### src/rtl/imem_loader.sv
// imem_loader: boot-time writer for the core's instruction memory.
// Receives a framed byte stream from the host link, packs the bytes into
// little-endian 32-bit words, and writes each word to instruction memory.
// When the XOR checksum matches, it releases the core's reset.
// Frame format: LEN_LO, LEN_HI, 4*N data bytes, CHK.
// CHK is the XOR of every preceding frame byte.
//
// Ports:
//   clk, rst      clock (rising edge) / asynchronous active-high reset
//   start         one-cycle pulse; re-arms the loader from DONE or ERROR
//   in_valid      host byte valid
//   in_data       host byte
//   in_ready      loader can accept a byte
//   imem_we       one-cycle write strobe
//   imem_addr     word address of the write
//   imem_wdata    word being written
//   cpu_rst       core reset; low only in DONE
//   done          load finished with a good checksum
//   error         load failed (length overflow or bad checksum)
//   words_loaded  number of words written in the current load
module imem_loader #(
  parameter int ADDR_W = 8
) (
  input  logic              clk,
  input  logic              rst,
  input  logic              start,
  input  logic              in_valid,
  input  logic [7:0]        in_data,
  output logic              in_ready,
  output logic              imem_we,
  output logic [ADDR_W-1:0] imem_addr,
  output logic [31:0]       imem_wdata,
  output logic              cpu_rst,
  output logic              done,
  output logic              error,
  output logic [ADDR_W:0]   words_loaded
);

  typedef enum logic [2:0] {
    S_LEN_LO, S_LEN_HI, S_DATA, S_CHK, S_DONE, S_ERROR
  } state_t;

  localparam logic [16:0] DEPTH = 17'(2 ** ADDR_W);

  state_t          state, stateNxt;
  logic [15:0]     lenWords;
  logic [1:0]      byteIdx;
  logic [7:0]      xorAcc;
  logic [23:0]     wordLo;   // lower three bytes of the word being assembled
  logic [ADDR_W:0] wordsCnt;

  logic        xfer;
  logic [15:0] lenFull;
  logic        lastWord;
  logic        rearm;

  assign in_ready = (state == S_LEN_LO) || (state == S_LEN_HI) ||
                    (state == S_DATA)   || (state == S_CHK);
  assign xfer     = in_valid && in_ready;
  assign lenFull  = {in_data, lenWords[7:0]};
  // The word being completed now is the final word of the frame.
  assign lastWord = (17'(wordsCnt) + 17'd1) == {1'b0, lenWords};
  assign rearm    = start && ((state == S_DONE) || (state == S_ERROR));

  assign done         = (state == S_DONE);
  assign error        = (state == S_ERROR);
  // When start arrives in DONE, cpu_rst goes high in that same cycle,
  // before the state register has left DONE.
  assign cpu_rst      = (state != S_DONE) || start;
  assign words_loaded = wordsCnt;

  always_ff @(posedge clk or posedge rst) begin
    if (rst) state <= S_LEN_LO;
    else     state <= stateNxt;
  end

  always_comb begin
    stateNxt = state;
    case (state)
      S_LEN_LO: if (xfer) stateNxt = S_LEN_HI;
      S_LEN_HI: if (xfer) begin
        if ({1'b0, lenFull} > DEPTH) stateNxt = S_ERROR;
        else if (lenFull == 16'd0)   stateNxt = S_CHK;
        else                         stateNxt = S_DATA;
      end
      S_DATA:   if (xfer && byteIdx == 2'd3 && lastWord) stateNxt = S_CHK;
      S_CHK:    if (xfer) stateNxt = (in_data == xorAcc) ? S_DONE : S_ERROR;
      S_DONE,
      S_ERROR:  if (start) stateNxt = S_LEN_LO;
      default:  stateNxt = S_LEN_LO;
    endcase
  end

  always_ff @(posedge clk or posedge rst) begin
    if (rst) begin
      lenWords   <= '0;
      byteIdx    <= '0;
      xorAcc     <= '0;
      wordLo     <= '0;
      wordsCnt   <= '0;
      imem_we    <= 1'b0;
      imem_addr  <= '0;
      imem_wdata <= '0;
    end else begin
      imem_we <= 1'b0;
      if (rearm) begin
        lenWords <= '0;
        byteIdx  <= '0;
        xorAcc   <= '0;
        wordsCnt <= '0;
      end else if (xfer) begin
        case (state)
          S_LEN_LO: begin
            lenWords[7:0] <= in_data;
            xorAcc        <= xorAcc ^ in_data;
          end
          S_LEN_HI: begin
            lenWords[15:8] <= in_data;
            xorAcc         <= xorAcc ^ in_data;
          end
          S_DATA: begin
            xorAcc  <= xorAcc ^ in_data;
            byteIdx <= byteIdx + 2'd1;
            case (byteIdx)
              2'd0: wordLo[7:0]   <= in_data;
              2'd1: wordLo[15:8]  <= in_data;
              2'd2: wordLo[23:16] <= in_data;
              default: begin
                // The fourth byte goes straight into the write. The strobe
                // and the count update appear together on the next cycle.
                imem_we    <= 1'b1;
                imem_wdata <= {in_data, wordLo};
                imem_addr  <= wordsCnt[ADDR_W-1:0];
                wordsCnt   <= wordsCnt + 1'b1;
              end
            endcase
          end
          default: ;
        endcase
      end
    end
  end

endmodule

### config.mk
export PLATFORM = sky130hd
export DESIGN_NAME = imem_loader
export DESIGN_NICKNAME = d
export VERILOG_FILES = /design/src/rtl/imem_loader.sv
export SDC_FILE = /design/constraint.sdc
export NUM_CORES = 1
export LEC_CHECK = 0
export ABC_CLOCK_PERIOD_IN_PS = 7900
export CAP_MARGIN = 20
export CORE_UTILIZATION = 40
export DETAILED_ROUTE_END_ITERATION = 7
export GPL_TIMING_DRIVEN = 0
export HOLD_SLACK_MARGIN = 0.05
export PLACE_DENSITY = 0.61
export SYNTH_ARGS = -nofsm -noshare
export SYNTH_HDL_FRONTEND = slang
export SYNTH_SLANG_ARGS = --single-unit
### constraint.sdc
create_clock -name clk -period 7.9 [get_ports clk]
set_input_delay 1.58 -clock clk [delete_from_list [all_inputs] [get_ports clk]]
set_output_delay 1.58 -clock clk [all_outputs]
set_load 0.01 [all_outputs]
==> implementation parameters, run 1 <==
Parameter                              Value

Timing
  Maximum clock rate ... 217.5 MHz
  Unrepaired setup endpoints after global routing ... no
  Count of final hold-check violations ... 0
  Final critical path time including I/O delays and setup ... 4597 ps
  Setup Skew ... 8.243 ps
  Normalized max-slew margin ... 44.07%
  Share of the clock period used by the worst path after layout ... 58.19%
  Setup-violating endpoint count in the final report ... 0
  Max-slew violation count ... 0
  Worst Max-Slew Pin Slew ... 832.5 ps
  Accumulated negative setup slack ... 0 ps
  Hold slack ... 463.9 ps

Die
  Die Wd ... 110.1 um
  Io pins ... 66
  Die Y ... 110.1 um
  Overall die area ... 12120 um2
  FP Rows ... 39
  Placeable core area ... 11420 um2
  Initial standard-cell utilization of the core ... 40.94%

Clock tree
  Clk Tree Root Cell ... clkbuf_16
  TritonCTS clock tree ... yes
  Htree depth ... 3
  Maximum clock path buffer count ... 2
  Postcts setup bufs ... 0
  Clock slew seen by the registers of the worst setup and hold paths ... 70 ps
  Total of cells resized after clock tree synthesis ... 0
  CTS sink cnt ... 103
  Total CTS buffers ... 9
  Hold-fix buffer count after cts ... 0
  Insertion delay of the later-clocked pin in the worst-skew pair ... 340 ps

Synth
  Post-synth ARST share ... 100.0%
  Number of register bits inferred by synthesis ... 103
  Yosys cell types ... 47
  Synth warnings ... 0
  Most used flip-flop cell after synthesis ... dfrtp_1
  EDFF count, synth ... 0
  Area of the mapped netlist ... 4674 um2
  Share of the yosys chip area belonging to registers ... 55.14%
  Average cell area after synthesis ... 9.739 um2
  Number of instances in the synthesized netlist ... 480
  Number of nets produced by synthesis ... 498

Placement
  HPWL Detailed ... 7.305 mm
  Port-buffer cells ... 58
  Final estimated routing congestion in global placement ... 0.8447

Route
  DRC violations left ... 2
  Via-to-Cell Ratio ... 5.043
  Drt wl/cell ... 15.16 um
  Via count of the routed design ... 3520
  Pre-Repair DR Iteration Count ... 7
  ANT nets after route ... 0
  Overall routed net length ... 10.58 mm
  Iteration-0 DRC count of the detailed router ... 138

Cells and area
  Number of antenna cells inserted ... 0
  Final net count ... 568
  Final core area utilization ... 50.45%
  Layout-stage area growth over the synthesis result ... 23.23%
  Layout cells sized above 1 ... 12.61%

Outcome
  Status ... finished, violations left
  Violations in the final reports ... design-rule violations

Setup path
  Largest stage delay, worst path ... 530 ps
  Highest fanout seen on the critical path ... 6
  Number of cells on the worst reg-to-reg path ... 8
  Cell seen most often among critical-path stages ... clkdlybuf4s50_1
  Worst setup path category ... primary input to primary output
  Cells along the critical path ... clkdlybuf4s50_1, or3_1, clkdlybuf4s50_1
  Startpoint types ... primary input
  Worst setup EP type ... primary output
  Required time worst endpoint ... 6320 ps
  Data arrival time at the worst-slack endpoint ... 3020 ps
  Cell with the largest stage delay on the worst path ... clkdlybuf4s50_1

Global route
  Pin count of the biggest net entering global routing ... 72
  GRT Util Overall ... 19.24%
  Vias in the first global route ... 3404
  Number of antenna violations at the first check in global routing ... 0
  Global-route wire length before repair ... 17.47 mm
  GR Overflow Total ... 0

Power
  Worst-case vdd ir drop ... 0.1335 mV
  Total power ... 1.349 mW
  Leakage ... 2.809 nW
  Total power per unit cell area ... 234.1 nW/um2

Hold path
  Cells on Worst Hold Path ... 2
  Path class of the lowest-slack min-delay path ... flop to flop

Run
  Number of max-capacitance violations reported ... 0
[synth_stat cells, types with 3 or more instances]
library cell    n  share of area [%]
clkbuf_1        5               0.40
xnor2_1        17                3.2
ha_1            6                1.6
mux2_2         21                5.1
dfrtp_1       103                 55
nor4_1          6               0.80
buf_6           3               0.72
a22o_1          8                1.5
o31ai_1         4               0.64
nor2_1         11               0.88
nand2b_1        3               0.40
nor3_1          3               0.32
xor2_1          4               0.75
a21oi_1        11                1.2
nand3_1        17                1.8
nand2_1       168                 13
o21ai_0        27                2.9
buf_2          16                1.7
and3_1          4               0.54
inv_1           7               0.56
[per-stage QoR]
stage | cell area [um2] | setup WS (ps) | instances
floorplan | 4674 | 3616 | 480
global placement | 5434 | 2058 | 681
detailed placement | 5464 | 3332 | 682
CTS | 5761 | 3315 | 698
global route | 5761 | 3285 | 698
finish | 5761 | 3303 | 698
[state kept, by name, indices dropped and copies added, names as in the netlist]
signal / count
imem_wdata: 32
wordLo: 24
lenWords: 16
words_loaded: 9
imem_addr: 8
xorAcc: 8
state: 3
byteIdx: 2
imem_we: 1
[critical path, delay by kind of cell]
| kind | cells | cell delay [ps] |
|---|---|---|
| buffers and inverters | 2 | 1020 |
| AND/OR/NAND/NOR | 1 | 420 |
[placed cells by master, fill, tap and decap left out, drive strengths merged, types with 7 or more instances in the layout]
cell and instances:
a22o 8, nor4 7, xnor2 17, nand2 170
mux2 21, clkbuf 15, o21ai 28, dfrtp 103
inv 10, a21oi 11, nor2 11, buf 23
clkdlybuf4s50 58, nand3 17
[where the power goes]
part           internal (mW)  switching, mW  leakage, nW
Combinational          0.116          0.141         1.26
Clock                  0.248          0.199        0.139
Sequential             0.590         0.0564         1.41
[worst paths after layout]
| kind | start | to | slack, ps |
|---|---|---|---|
| max | start | cpu_rst | 3300 |
| min | wordLo[3] | imem_wdata[3] | 460 |
| max reg2reg | words_loaded[0] | state[0] | 5780 |
| min reg2reg | wordLo[3] | imem_wdata[3] | 460 |
| max in group asynchronous | rst | imem_wdata[29] | 5620 |
| min in group asynchronous | rst | imem_wdata[31] | 1590 |
[kinds of logic (layout without fill, tap and decap cells)]
group                    count (synthesis)  count (layout)  share of synthesized area [%]
multiplexers                            22              22                          5.273
AND/OR/NAND/NOR                        230             230                          21.60
XOR/XNOR                                22              22                          4.283
AO/OA/AOI/OAI                           62              62                          8.217
adder cells (fa/ha/maj)                  6               6                          1.606
buffers and inverters                   35             110                          3.881
flip-flops                             103             103                          55.14
[per-layer routing]
metal / global-route usage [%] / part of all wire (%)
met5: 0 / 0
met4: 5.921 / 1.5
met3: 3.645 / 3.4
met2: 29.11 / 46
met1: 27.97 / 49
[final cells by class]
cell class                 count  area [um2]
clock buffer                  10       229.0
sequential                   103        2577
buffer                        27       151.4
tap                          143       178.9
fill                        1103        5658
timing repair buffer          59       608.1
inverter                       8       32.53
clock inverter                 6       67.56
multi-input combinational    342        1916
No activity file was read; power rests on OpenSTA's default activity.
==> run 2: changes to the inputs <==
--- a/config.mk
+++ b/config.mk
@@ -5,7 +5,7 @@
 export SDC_FILE = /design/constraint.sdc
 export NUM_CORES = 1
 export LEC_CHECK = 0
-export ABC_CLOCK_PERIOD_IN_PS = 7900
+export ABC_CLOCK_PERIOD_IN_PS = 4700
 export CAP_MARGIN = 20
 export CORE_UTILIZATION = 40
 export DETAILED_ROUTE_END_ITERATION = 7
==> constraint.sdc (replaced) <==
create_clock -name clk -period 4.7 [get_ports clk]
set_input_delay 0.94 -clock clk [delete_from_list [all_inputs] [get_ports clk]]
set_output_delay 0.94 -clock clk [all_outputs]
set_load 0.01 [all_outputs]
==> results of run 2 <==
Same layout as run 1 (identical final DEF). Status: finished, violations left: design-rule violations.
Among the figures that moved: setup slack after placement 3332 ps -> 1412 ps; setup slack after layout 3303 ps -> 1383 ps; register-to-register setup slack 5780 ps -> 2580 ps; total power 1.349 mW -> 2.267 mW; worst IR drop on VDD 0.1335 mV -> 0.2244 mV
